==> src/rtl/rat_io_bridge.sv <==
// Port-mapped I/O bridge for the RAT MCU: synced inputs, output regs, change IRQs.
// Define IO_DEBOUNCE_EN to add per-channel debounce of DB_CYCLES cycles.
module rat_io_bridge #(
  parameter int              DW          = 8,
  parameter int              N_IN        = 2,
  parameter int              N_OUT       = 2,
  parameter logic [7:0]      IN_BASE     = 8'h20,
  parameter logic [7:0]      OUT_BASE    = 8'h40,
  parameter logic [7:0]      INT_MASK_ID = 8'hF0,
  parameter logic [7:0]      INT_PEND_ID = 8'hF1,
  parameter logic [DW-1:0]   OUT_RST     = '0,
  parameter int              DB_CYCLES   = 16
) (
  input  logic                CLK,
  input  logic                RESET,
  input  logic [7:0]          PORT_ID,
  input  logic [DW-1:0]       OUT_PORT,
  input  logic                IO_STRB,
  output logic [DW-1:0]       IN_PORT,
  output logic                INTV,
  input  logic [N_IN*DW-1:0]  IN_DATA,
  output logic [N_OUT*DW-1:0] OUT_DATA
);

  if (N_IN < 1 || N_IN > DW || N_OUT < 1 || N_OUT > 16 || DB_CYCLES < 1)
  begin : g_bad_cfg
    $error("rat_io_bridge: illegal parameter set");
  end

  logic [DW-1:0]   sync1 [N_IN];
  logic [DW-1:0]   sync2 [N_IN];
  logic [DW-1:0]   stab  [N_IN];
  logic [DW-1:0]   prev  [N_IN];
  logic [DW-1:0]   outr  [N_OUT];
  logic [N_IN-1:0] chg;
  logic [N_IN-1:0] mask;
  logic [N_IN-1:0] pend;
  logic [N_IN-1:0] clr;
  logic            wr_mask;
  logic            wr_pend;
  logic [DW-1:0]   rd;

  assign wr_mask = IO_STRB && (PORT_ID == INT_MASK_ID);
  assign wr_pend = IO_STRB && (PORT_ID == INT_PEND_ID);
  assign clr     = wr_pend ? OUT_PORT[N_IN-1:0] : '0;

  always_ff @(posedge CLK or posedge RESET) begin
    if (RESET) begin
      for (int i = 0; i < N_IN; i++) begin
        sync1[i] <= '0;
        sync2[i] <= '0;
        prev[i]  <= '0;
      end
    end else begin
      for (int i = 0; i < N_IN; i++) begin
        sync1[i] <= IN_DATA[i*DW +: DW];
        sync2[i] <= sync1[i];
        prev[i]  <= stab[i];
      end
    end
  end

`ifdef IO_DEBOUNCE_EN
  localparam int CW = $clog2(DB_CYCLES + 1);

  logic [CW-1:0] cnt [N_IN];

  // S only follows the synchroniser after DB_CYCLES cycles of disagreement
  always_ff @(posedge CLK or posedge RESET) begin
    if (RESET) begin
      for (int i = 0; i < N_IN; i++) begin
        stab[i] <= '0;
        cnt[i]  <= '0;
      end
    end else begin
      for (int i = 0; i < N_IN; i++) begin
        if (sync2[i] != stab[i]) begin
          if (cnt[i] == CW'(DB_CYCLES - 1)) begin
            stab[i] <= sync2[i];
            cnt[i]  <= '0;
          end else begin
            cnt[i]  <= cnt[i] + 1'b1;
          end
        end else begin
          cnt[i] <= '0;
        end
      end
    end
  end
`else
  always_comb begin
    for (int i = 0; i < N_IN; i++) stab[i] = sync2[i];
  end
`endif

  always_comb begin
    chg = '0;
    for (int i = 0; i < N_IN; i++) chg[i] = (stab[i] != prev[i]);
  end

  // a change-detect set on the same edge wins over a W1C clear
  always_ff @(posedge CLK or posedge RESET) begin
    if (RESET) begin
      mask <= '0;
      pend <= '0;
      INTV <= 1'b0;
    end else begin
      if (wr_mask) mask <= OUT_PORT[N_IN-1:0];
      pend <= (pend & ~clr) | chg;
      INTV <= |(pend & mask);
    end
  end

  always_ff @(posedge CLK or posedge RESET) begin
    if (RESET) begin
      for (int j = 0; j < N_OUT; j++) outr[j] <= OUT_RST;
    end else begin
      for (int j = 0; j < N_OUT; j++) begin
        if (IO_STRB && (PORT_ID == OUT_BASE + 8'(j))) outr[j] <= OUT_PORT;
      end
    end
  end

  always_comb begin
    for (int j = 0; j < N_OUT; j++) OUT_DATA[j*DW +: DW] = outr[j];
  end

  always_comb begin
    rd = '0;
    for (int i = 0; i < N_IN; i++) begin
      if (PORT_ID == IN_BASE + 8'(i)) rd = stab[i];
    end
    for (int j = 0; j < N_OUT; j++) begin
      if (PORT_ID == OUT_BASE + 8'(j)) rd = outr[j];
    end
    if (PORT_ID == INT_MASK_ID) rd = DW'(mask);
    if (PORT_ID == INT_PEND_ID) rd = DW'(pend);
  end

  assign IN_PORT = rd;

endmodule

==> config.mk <==
export PLATFORM = sky130hd
export DESIGN_NAME = rat_io_bridge
export DESIGN_NICKNAME = d
export VERILOG_FILES = /design/src/rtl/rat_io_bridge.sv
export SDC_FILE = /design/constraint.sdc
export NUM_CORES = 1
export LEC_CHECK = 0
export ABC_AREA = 1
export CELL_PAD_IN_SITES_DETAIL_PLACEMENT = 0
export CELL_PAD_IN_SITES_GLOBAL_PLACEMENT = 1
export CORE_AREA = 2 2 85 87
export CTS_CLUSTER_SIZE = 12
export DETAILED_ROUTE_END_ITERATION = 10
export DIE_AREA = 0 0 87 89
export PLACE_DENSITY = 0.86
export REMOVE_ABC_BUFFERS = 1
export SYNTH_ARGS = -nofsm -noshare
export SYNTH_HDL_FRONTEND = slang
export SYNTH_SLANG_ARGS = --single-unit
==> constraint.sdc <==
create_clock -name CLK -period 5.7 [get_ports CLK]
set_clock_uncertainty 0.1 [all_clocks]
set_input_delay 1.14 -clock CLK [delete_from_list [all_inputs] [get_ports CLK]]
set_output_delay 1.14 -clock CLK [all_outputs]
set_load 0.005 [all_outputs]
-- Word level (Yosys, flattened, before mapping)
Cells that the tools add are included.
- equality and inequality tests: 8
- bitwise logic cells: 4
- reduce and logical (&&, ||, !) cells: 5
- muxes and demuxes: 7
- operators by type and width (kind ; count):
    2-to-1 mux 8 bit ; 6
    equality test 8 x 6 -> 1 bit, second input constant ; 2
    equality test 8 x 7 -> 1 bit, second input constant ; 2
    equality test 8 bit, second input constant ; 2
    inequality test 8 bit ; 2
    bitwise AND 2 bit ; 2
    logical AND 1 bit ; 4
    2-to-1 mux 2 bit ; 1
    inverter 2 bit ; 1
    bitwise OR 2 bit ; 1
    OR reduction 2 bit ; 1
- register bits: 69
- bits of input ports: 35
- output and inout port bits: 25
- logic and storage cells: 35

-- Longest topological paths before layout
Gate-level depths: netlist of run 1.
- depth in word-level cells: 7
- gate-level depth with buffers: 9
- gate-level depth less buffers: 8

-- Least setup slack after synthesis of run 1
No wires, ideal clock.
- kind: input to output
- start: in PORT_ID[2]
- end: out IN_PORT[5]
- buffers on the path: 1
- setup slack: 2.551 ns
- data required time: 4.460 ns
- arrival: 1.909 ns
- stages on the path: 8
- cells stage by stage: inv_1 nand2_2 nor2_4 buf_4 nand3_1 nand2_1 nor2_1 nor2_1
- longest elaborated chain between the ends: 7
- elaborated cells on any way between the ends: 12
- classes of those cells: eq/ne: 6; mux: 6
- ends and longest elaborated chain (element ; line ; source):
    start: declaration ; 16 ; input logic [7:0] PORT_ID,
    equality test 8 x 6 -> 1 bit ; 131 ; if (PORT_ID == IN_BASE + 8'(i)) rd = stab[i];
    2-to-1 mux 8 bit (2 in a row) ; 131 ;
    2-to-1 mux 8 bit (2 in a row) ; 134 ; if (PORT_ID == OUT_BASE + 8'(j)) rd = outr[j];
    2-to-1 mux 8 bit ; 136 ; if (PORT_ID == INT_MASK_ID) rd = DW'(mask);
    2-to-1 mux 8 bit (*) ; 137 ; if (PORT_ID == INT_PEND_ID) rd = DW'(pend);
    end: declaration ; 19 ; output logic [DW-1:0] IN_PORT,
Mark *: on every way between the ends. The rest lies on a longest branch, timed or not.

-- Worst setup path in the final report of run 1
- start: in PORT_ID[2]
- end: out IN_PORT[4]
The elaborated chain is that of the path after synthesis.

==> results of run 1 <==
power breakdown:
| part | internal (W) | switching [W] |
|---|---|---|
| Clock | 0.000173 | 0.000189 |
| Sequential | 0.000513 | 0.0000150 |
| Combinational | 0.0000450 | 0.0000351 |
| Total | 0.000731 | 0.000239 |
synth_stat cells (2+ instances only):
library cell,instances,area (µm²)
xor2_1,4,35.03
nand2_1,50,187.7
nor2_8,2,40.04
nor2_4,2,22.52
nand2_4,2,22.52
o21ai_1,11,55.05
o21ai_2,8,70.07
buf_2,2,10.01
inv_2,4,15.01
xnor2_1,8,70.07
nor2_2,2,12.51
nand3_1,20,100.1
nand4_1,6,37.54
dfrtp_1,69,1727
inv_1,22,82.58
buf_4,2,15.01
nor2_1,27,101.4
o21ai_0,4,20.02
nand2_2,4,25.02
cell families after synthesis:
| kind of cell | synth area share |
|---|---|
| AND/OR/NAND/NOR | 0.2112 |
| buffers and inverters | 0.05141 |
| AO/OA/AOI/OAI | 0.05929 |
| XOR/XNOR | 0.03891 |
| flip-flops | 0.6392 |
layer usage:
metal | wire [µm] | up-vias
li1 | - | 939
met1 | 2315 | 890
met2 | 2287 | 51
met3 | 223 | 6
met4 | 40 | 0
met5 | 0 | -
through the flow:
stage | cell area, µm² | total power (W) | setup slack [ps] | instances
finish | 3547 | 0.0009695 | 1393 | 407
global route | 3547 | 0.001016 | 1209 | 407
CTS | 3547 | 0.0009823 | 1382 | 407
detailed placement | 3363 | 0.0006196 | 1384 | 391
global placement | 3363 | 0.0006170 | 1419 | 391
floorplan | 2665 | 0.0005711 | 2496 | 251
final cells by class:
class	instances	area, µm²	area share
well taps	80	100.1	0.02822
clock buffers	10	137.6	0.03880
flip-flops and latches	69	1727	0.4868
clock inverters	6	46.29	0.01305
multi-input cells	155	835.8	0.2356
repair buffers	60	598.1	0.1686
inverters	27	102.6	0.02892
worst max path at each step:
stage	to	slack, ps	startpoint
detailed placement	IN_PORT[4]	1380	PORT_ID[2]
CTS	IN_PORT[4]	1380	PORT_ID[2]
finish	IN_PORT[4]	1390	PORT_ID[2]
global placement	IN_PORT[4]	1420	PORT_ID[2]
floorplan	IN_PORT[4]	2500	PORT_ID[2]
global route	IN_PORT[4]	1210	PORT_ID[2]
state kept, by name (all words and copies together), names as in the netlist:
register and cells:
stab 16, INTV 1, pend 2, prev 16, mask 2, sync1 16, OUT_DATA 16
==> flow_metrics.env, run 1 <==
export IMPL_hpwl_mm=3.507
export IMPL_yosysSeqAreaShare=0.6392
export IMPL_holdPathStages=0
export IMPL_maxSlewViolCount=0
export IMPL_hp_class="flop to flop"
export IMPL_grt_start_max_net_pins=70
export IMPL_r2r_end="pend[0]"
export IMPL_run_status="finished, final reports clean"
export IMPL_gp_congestion=0.8586
export IMPL_met1_usage=0.1744
export IMPL_postLayoutCoreUtil=0.5279
export IMPL_timing_worst_setup_path_type="input pin to output port"
export IMPL_start_util=0.4020
export IMPL_async_reset_ff_frac=1.000
export IMPL_period_share=0.7556
export IMPL_drt_wl_total_mm=4.866
export IMPL_synth_edff_count=0
export IMPL_final_cell_mix="69 x dfrtp_1, 59 x clkdlybuf4s50_1, 50 x nand2_1"
export IMPL_worst_slew_pin_slew_ps=826.9
export IMPL_powerDensity_nw_per_um2=273.3
export IMPL_crit_slowest_cell="clkdlybuf4s50_1"
export IMPL_p_leak_nw=1.657
export IMPL_num_rows=30
export IMPL_die_w_um=87
export IMPL_path_clk_slew_ps=70
export IMPL_hold_viol=0
export IMPL_fmax_mhz=232.2
export IMPL_wl_per_cell_um=11.96
export IMPL_drt_iter0_markers=49
export IMPL_cts_setup_buffers=0
export IMPL_cts_tree="yes"
export IMPL_ant_nets=0
export IMPL_cts_sinks=69
export IMPL_fin_tns_setup_ps=0
export IMPL_setup_violations=0
export IMPL_hold_start="sync1[4]"
export IMPL_routed_via_count=1886
export IMPL_crit_cells=9
export IMPL_port_buffers=59
export IMPL_synth_area_um2=2701
export IMPL_cp_start_kind="input pin"
export IMPL_core_area_um2=6719
export IMPL_ir_worst_vdd_mv=0.1985
export IMPL_hold_end="stab[4]"
export IMPL_cts_max_level=3
export IMPL_crit_family="buffers and inverters"
export IMPL_grtUsageMet3=0.04524
export IMPL_die_area_um2=7743
export IMPL_first_pass_iters=4
export IMPL_syn_inst=256
export IMPL_arrival_ps=3070
export IMPL_worst_ep_required_time_ps=4460
export IMPL_top_usage_layer="met2"
export IMPL_timing_critical_path_buf_inv=3
export IMPL_n_antenna_cell=0
export IMPL_synth_ff_latch_count=69
export IMPL_critPathMaxFanout=16
export IMPL_drive_gt1_frac=0.1376
export IMPL_syn_area_per_cell_um2=10.55
export IMPL_final_common_cell="dfrtp_1"
export IMPL_track_usage=0.1393
export IMPL_cp_end_kind="output port"
export IMPL_grt_pass1_vias=1823
export IMPL_use_met2=0.2290
export IMPL_n_fill_cell=616
export IMPL_maxCapViolations=0
export IMPL_syn_to_final_growth_pct=31.31
export IMPL_path_cells="clkdlybuf4s50_1, inv_1, nand2_2, nor2_4, nand2_1, o21ai_0, nor2_1, nor2_1, clkdlybuf4s50_1"
export IMPL_grt_setup_unrepaired="false"
export IMPL_reg2reg_from="stab[9]"
export IMPL_cts_buffer_depth=2
export IMPL_ys_warn_count=0
export IMPL_drcViolationCount=0
export IMPL_reg2reg_depth=5
export IMPL_cp_slowest_stage_delay_ps=520
export IMPL_synth_cell_types=26
export IMPL_postCtsResizedCells=0
export IMPL_finalNetCount=357
export IMPL_die_h_um=89
export IMPL_grt_overflow=0
export IMPL_clk_latency_ps=340
export IMPL_ios=60
export IMPL_worst_hold_slack_ps=248.5
export IMPL_reg2reg_slack_ps=4450
export IMPL_ys_flop_type="dfrtp_1"
export IMPL_grt_pass1_wl_mm=8.231
export IMPL_numCtsBuffers=9
export IMPL_period_needed_ps=4307
export IMPL_hold_buffers=0
export IMPL_slew_headroom=0.4487
export IMPL_antenna_found_initial=0
export IMPL_vias_per_cell=4.634
export IMPL_cts_root_buf="clkbuf_8"
Note: power is estimated with default switching activity, not from simulation.
==> inputs of run 2 (changes only) <==
--- a/config.mk
+++ b/config.mk
@@ -8,11 +8,11 @@
 export ABC_AREA = 1
 export CELL_PAD_IN_SITES_DETAIL_PLACEMENT = 0
 export CELL_PAD_IN_SITES_GLOBAL_PLACEMENT = 1
-export CORE_AREA = 2 2 85 87
+export CORE_AREA = 2 2 91 93
 export CTS_CLUSTER_SIZE = 12
 export DETAILED_ROUTE_END_ITERATION = 10
-export DIE_AREA = 0 0 87 89
-export PLACE_DENSITY = 0.86
+export DIE_AREA = 0 0 93 95
+export PLACE_DENSITY = 0.8
 export REMOVE_ABC_BUFFERS = 1
 export SYNTH_ARGS = -nofsm -noshare
 export SYNTH_HDL_FRONTEND = slang
==> constraint.sdc (replaced) <==
create_clock -name CLK -period 3.5 [get_ports CLK]
set_clock_uncertainty 0.1 [all_clocks]
set_input_delay 0.7 -clock CLK [delete_from_list [all_inputs] [get_ports CLK]]
set_output_delay 0.7 -clock CLK [all_outputs]
set_load 0.005 [all_outputs]
==> run 2 against run 1 <==
Against the previous run: routed wire length is 0.64% lower; utilization down 7.1 points; die area rose by 14%; global-route usage shrank 1.9 points; clock-buffer cell count rose by 1; critical path type unchanged; register-to-register slack got worse by 2200 ps; largest cell class unchanged.
==> flow_metrics.env, run 2 (synthesis gave the netlist of run 1 again) <==
export IMPL_run_status="finished, final reports clean"
export IMPL_cp_end_kind="output port"
export IMPL_p_leak_nw=1.688
export IMPL_antenna_found_initial=0
export IMPL_grt_pass1_wl_mm=8.045
export IMPL_cts_tree="yes"
export IMPL_clk_latency_ps=330
export IMPL_finalNetCount=361
export IMPL_met1_usage=0.1467
export IMPL_gp_congestion=0.7580
export IMPL_final_common_cell="dfrtp_1"
export IMPL_hold_start="sync1[15]"
export IMPL_cts_sinks=69
export IMPL_setup_violations=0
export IMPL_drcViolationCount=0
export IMPL_final_cell_mix="69 x dfrtp_1, 59 x clkdlybuf4s50_1, 50 x nand2_1"
export IMPL_hold_viol=0
export IMPL_grt_overflow=0
export IMPL_p_sw_w=0.0003633
export IMPL_swShare=0.2237
export IMPL_fin_tns_setup_ps=0
export IMPL_maxCapViolations=0
export IMPL_startpoint="PORT_ID[6]"
export IMPL_grt_start_max_net_pins=32
export IMPL_port_buffers=59
export IMPL_multiInputGateArea_um2=835.8
export IMPL_ir_worst_vdd_mv=0.2854
export IMPL_wl_per_cell_um=11.09
export IMPL_die_area_um2=8835
export IMPL_drt_wl_total_mm=4.835
export IMPL_core_area_um2=7928
export IMPL_drive_gt1_frac=0.1450
export IMPL_top_usage_layer="met2"
export IMPL_p_comb_frac=0.081
export IMPL_p_seq_frac=0.530
export IMPL_slew_headroom=0.6189
export IMPL_layout_cells_non_filler=436
export IMPL_n_antenna_cell=0
export IMPL_start_util=0.3408
export IMPL_vias_per_cell=4.216
export IMPL_crit_slowest_cell="clkdlybuf4s50_1"
export IMPL_grt_setup_unrepaired="false"
export IMPL_arrival_ps=2500
export IMPL_numCtsBuffers=9
export IMPL_worst_slew_pin_slew_ps=570.8
export IMPL_hpwl_mm=3.788
export IMPL_internal_power_w=0.001261
export IMPL_first_pass_iters=4
export IMPL_hold_buffers=0
export IMPL_die_h_um=95
export IMPL_ios=60
export IMPL_final_seq_area_um2=1727
export IMPL_dp_cells=420
export IMPL_die_w_um=93
export IMPL_timing_worst_setup_path_type="input pin to output port"
export IMPL_period_share=0.9436
export IMPL_hp_class="flop to flop"
export IMPL_powerDensity_nw_per_um2=447.9
export IMPL_path_clk_slew_ps=70
export IMPL_path_cells="clkdlybuf4s50_1, inv_1, nand2_1, nor2_4, buf_4, nand3_1, nand2_1, nor2_1, nor2_1, clkdlybuf4s50_1"
export IMPL_use_met2=0.1963
export IMPL_clkPwrFrac=0.389
export IMPL_syn_to_final_growth_pct=34.23
export IMPL_track_usage=0.1203
export IMPL_n_fill_cell=764
export IMPL_worst_ep_required_time_ps=2700
export IMPL_cts_buffer_depth=2
export IMPL_ant_nets=0
export IMPL_reg2reg_from="stab[9]"
export IMPL_cp_start_kind="input pin"
export IMPL_period_needed_ps=3303
export IMPL_maxSlewViolCount=0
export IMPL_critPathMaxFanout=10
export IMPL_cts_root_buf="clkbuf_8"
export IMPL_drt_iter0_markers=49
export IMPL_num_rows=33
export IMPL_cp_slowest_stage_delay_ps=500
export IMPL_grtUsageMet3=0.05188
export IMPL_fmax_mhz=302.8
export IMPL_routed_via_count=1838
export IMPL_power_w=0.001624
export IMPL_cts_max_level=3
export IMPL_grt_pass1_vias=1758
==> run 2: layout make-up <==
class	instances	share of cell area
Tap cell	105	0.03623
Inverter	27	0.02830
Clock buffer	11	0.03899
Multi-Input combinational cell	155	0.2305
Clock inverter	5	0.01656
Timing Repair Buffer	64	0.1732
Sequential cell	69	0.4762
==> run 2: power groups by stage <==
stage          sequential, W  combinational (W)  clock, W
2_1_floorplan       0.000871          0.0000592         0
3_3_place_gp        0.000875           0.000133         0
3_5_place_dp        0.000876           0.000135         0
4_1_cts             0.000861           0.000135  0.000654
5_1_grt             0.000866           0.000147  0.000688
6_report            0.000860           0.000132  0.000632
==> run 2: path summary, 6_finish.rpt <==
check                      cells after the start  slack, ps           to
min in group asynchronous                      2        640    sync1[12]
max reg2reg                                    5       2280      pend[0]
max                                           10        200   IN_PORT[3]
min reg2reg                                    0        250     stab[15]
max in group asynchronous                      3       1970  OUT_DATA[0]
min                                            0        250     stab[15]
==> run 2: what timing repair did <==
action                     CTS  global route
resized for setup            0             1
setup endpoints to repair    0             1
setup buffers                0             0
==> run 2: per-stage QoR <==
step | area (µm²) | setup slack [ps] | util | hold WS (ps)
after floorplan | 2665 | 960.1 | - | 231.2
after global placement | 3425 | 152.6 | 0.4320 | 234.2
after detailed placement | 3425 | 116.5 | 0.4320 | 234.7
after CTS | 3626 | 117.0 | 0.4574 | 250.7
after global routing | 3626 | 57.84 | 0.4574 | 255.2
final | 3626 | 197.5 | 0.4574 | 245.5
==> run 2: routing by layer <==
metal / vias to the layer above / share of wire
li1: 947 / -
met1: 831 / 0.44
met2: 51 / 0.47
met3: 9 / 0.067
met4: 0 / 0.014
met5: - / 0
==> run 2: worst max-delay path: cells and delay by family <==
family	cells	cell delay [ps]
buffers and inverters	4	1200
AND/OR/NAND/NOR	6	590
==> inputs of run 3 (changes only) <==
--- a/config.mk
+++ b/config.mk
@@ -9,11 +9,12 @@
 export CELL_PAD_IN_SITES_DETAIL_PLACEMENT = 0
 export CELL_PAD_IN_SITES_GLOBAL_PLACEMENT = 1
 export CORE_AREA = 2 2 91 93
-export CTS_CLUSTER_SIZE = 12
 export DETAILED_ROUTE_END_ITERATION = 10
 export DIE_AREA = 0 0 93 95
+export MAX_ROUTING_LAYER = met4
 export PLACE_DENSITY = 0.8
 export REMOVE_ABC_BUFFERS = 1
 export SYNTH_ARGS = -nofsm -noshare
 export SYNTH_HDL_FRONTEND = slang
 export SYNTH_SLANG_ARGS = --single-unit
+export TNS_END_PERCENT = 100
==> run 3 against run 2 <==
Against the previous run: clock power barely moved; total power fell by 0.10%; sequential share of layout area did not move; register-to-register slack barely moved; non-clock buffer count did not move; first-iteration DRC count fell by 6.1%; critical endpoint unchanged; largest cell class unchanged.
==> flow_metrics.env, run 3 (synthesis gave the netlist of run 1 again) <==
export IMPL_die_w_um=93
export IMPL_cp_end_kind="output port"
export IMPL_cts_tree="yes"
export IMPL_hp_class="flop to flop"
export IMPL_die_area_um2=8835
export IMPL_final_common_cell="dfrtp_1"
export IMPL_cts_root_buf="clkbuf_8"
export IMPL_antenna_found_initial=0
export IMPL_start_util=0.3408
export IMPL_fmax_mhz=302.5
export IMPL_worst_slew_pin_slew_ps=572.2
export IMPL_grt_pass1_wl_mm=8.038
export IMPL_timing_worst_setup_path_type="input pin to output port"
export IMPL_hold_buffers=0
export IMPL_drt_wl_total_mm=4.839
export IMPL_drt_iter0_markers=46
export IMPL_powerDensity_nw_per_um2=447.4
export IMPL_final_cell_mix="69 x dfrtp_1, 59 x clkdlybuf4s50_1, 50 x nand2_1"
export IMPL_hold_start="sync1[15]"
export IMPL_p_sw_w=0.0003616
export IMPL_hold_viol=0
export IMPL_track_usage=0.1237
export IMPL_ir_worst_vdd_mv=0.2851
export IMPL_worst_ep_required_time_ps=2700
export IMPL_p_comb_frac=0.081
export IMPL_numCtsBuffers=9
export IMPL_first_pass_iters=4
export IMPL_p_seq_frac=0.530
export IMPL_ant_nets=0
export IMPL_period_needed_ps=3305
export IMPL_grt_overflow=0
export IMPL_reg2reg_depth=5
export IMPL_holdPathStages=0
export IMPL_setup_violations=0
export IMPL_ios=60
export IMPL_clkPwrFrac=0.388
export IMPL_n_antenna_cell=0
export IMPL_cts_buffer_depth=2
export IMPL_cp_start_kind="input pin"
export IMPL_maxSlewViolCount=0
export IMPL_reg2reg_from="stab[9]"
export IMPL_grt_pass1_vias=1757
export IMPL_grt_setup_unrepaired="false"
export IMPL_dp_cells=420
export IMPL_core_area_um2=7928
export IMPL_maxCapViolations=0
export IMPL_run_status="finished, final reports clean"
export IMPL_swShare=0.2229
export IMPL_cts_max_level=3
export IMPL_drive_gt1_frac=0.1450
export IMPL_finalNetCount=361
export IMPL_fin_tns_setup_ps=0
export IMPL_grt_start_max_net_pins=32
export IMPL_cts_sinks=69
export IMPL_vias_per_cell=4.236
export IMPL_layout_cells_non_filler=436
export IMPL_num_rows=33
export IMPL_critPathMaxFanout=10
export IMPL_gp_congestion=0.7679
export IMPL_path_clk_slew_ps=70
export IMPL_die_h_um=95
export IMPL_internal_power_w=0.001261
export IMPL_p_leak_nw=1.688
export IMPL_period_share=0.9444
export IMPL_hpwl_mm=3.788
export IMPL_startpoint="PORT_ID[6]"
export IMPL_port_buffers=59
export IMPL_arrival_ps=2510
export IMPL_clk_latency_ps=330
export IMPL_routed_via_count=1847
export IMPL_syn_to_final_growth_pct=34.23
export IMPL_slew_headroom=0.6180
export IMPL_n_fill_cell=764
export IMPL_wl_per_cell_um=11.10
export IMPL_drcViolationCount=0
==> run 3: what timing repair did <==
item,in CTS,in global routing
setup endpoints to repair,0,1
resized for setup,0,1
buffers inserted,0,0
==> run 3: per-stage QoR <==
step / util / worst slack [ps] / power, W / instance area (µm²) / hold slack, ps
after floorplan: - / 960.1 / 0.0009300 / 2665 / 231.2
after CTS: 0.4574 / 117.0 / 0.001650 / 3626 / 250.7
after global placement: 0.4320 / 152.6 / 0.001008 / 3425 / 234.2
after global routing: 0.4574 / 57.84 / 0.001700 / 3626 / 255.2
final: 0.4574 / 194.7 / 0.001622 / 3626 / 244.7
after detailed placement: 0.4320 / 116.5 / 0.001011 / 3425 / 234.7
==> run 3: worst paths after layout <==
check	endpoint	slack [ps]
max in group asynchronous	OUT_DATA[0]	1960
worst max register to register	pend[0]	2270
min in group asynchronous	sync1[12]	640
worst max-delay path	IN_PORT[3]	190
worst min register to register	stab[15]	240
worst min-delay path	stab[15]	240
==> run 3: final cells by class <==
cell class                 instances  area, µm²  share of cell area
inverter                          27      102.6             0.02830
clock buffer                      11      141.4             0.03899
timing repair buffer              64      628.1              0.1732
sequential                        69       1727              0.4762
clock inverter                     5      60.06             0.01656
multi-input combinational        155      835.8              0.2305
tap                              105      131.4             0.03623
==> run 3: power groups by stage <==
stage | sequential [W] | combinational [W] | clock [W]
floorplan | 0.000871 | 0.0000592 | 0
global placement | 0.000875 | 0.000133 | 0
detailed placement | 0.000876 | 0.000135 | 0
CTS | 0.000861 | 0.000135 | 0.000654
global route | 0.000866 | 0.000147 | 0.000688
finish | 0.000860 | 0.000132 | 0.000630
==> run 3: metal layers <==
metal,global-route usage,wire (µm),part of all wire,vias up
li1,-,-,-,947
met1,0.1462,2175,0.45,839
met2,0.1963,2306,0.48,53
met3,0.05188,306,0.063,8
met4,0.03309,51,0.011,0
met5,-,0,0,-
==> run 3: worst max-delay path, cell delays in order <==
cell             delay, ps
clkdlybuf4s50_1        450
inv_1                   70
nand2_1                 70
nor2_4                 230
buf_4                  180
nand3_1                 70
nand2_1                 80
nor2_1                  50
nor2_1                  90
clkdlybuf4s50_1        500
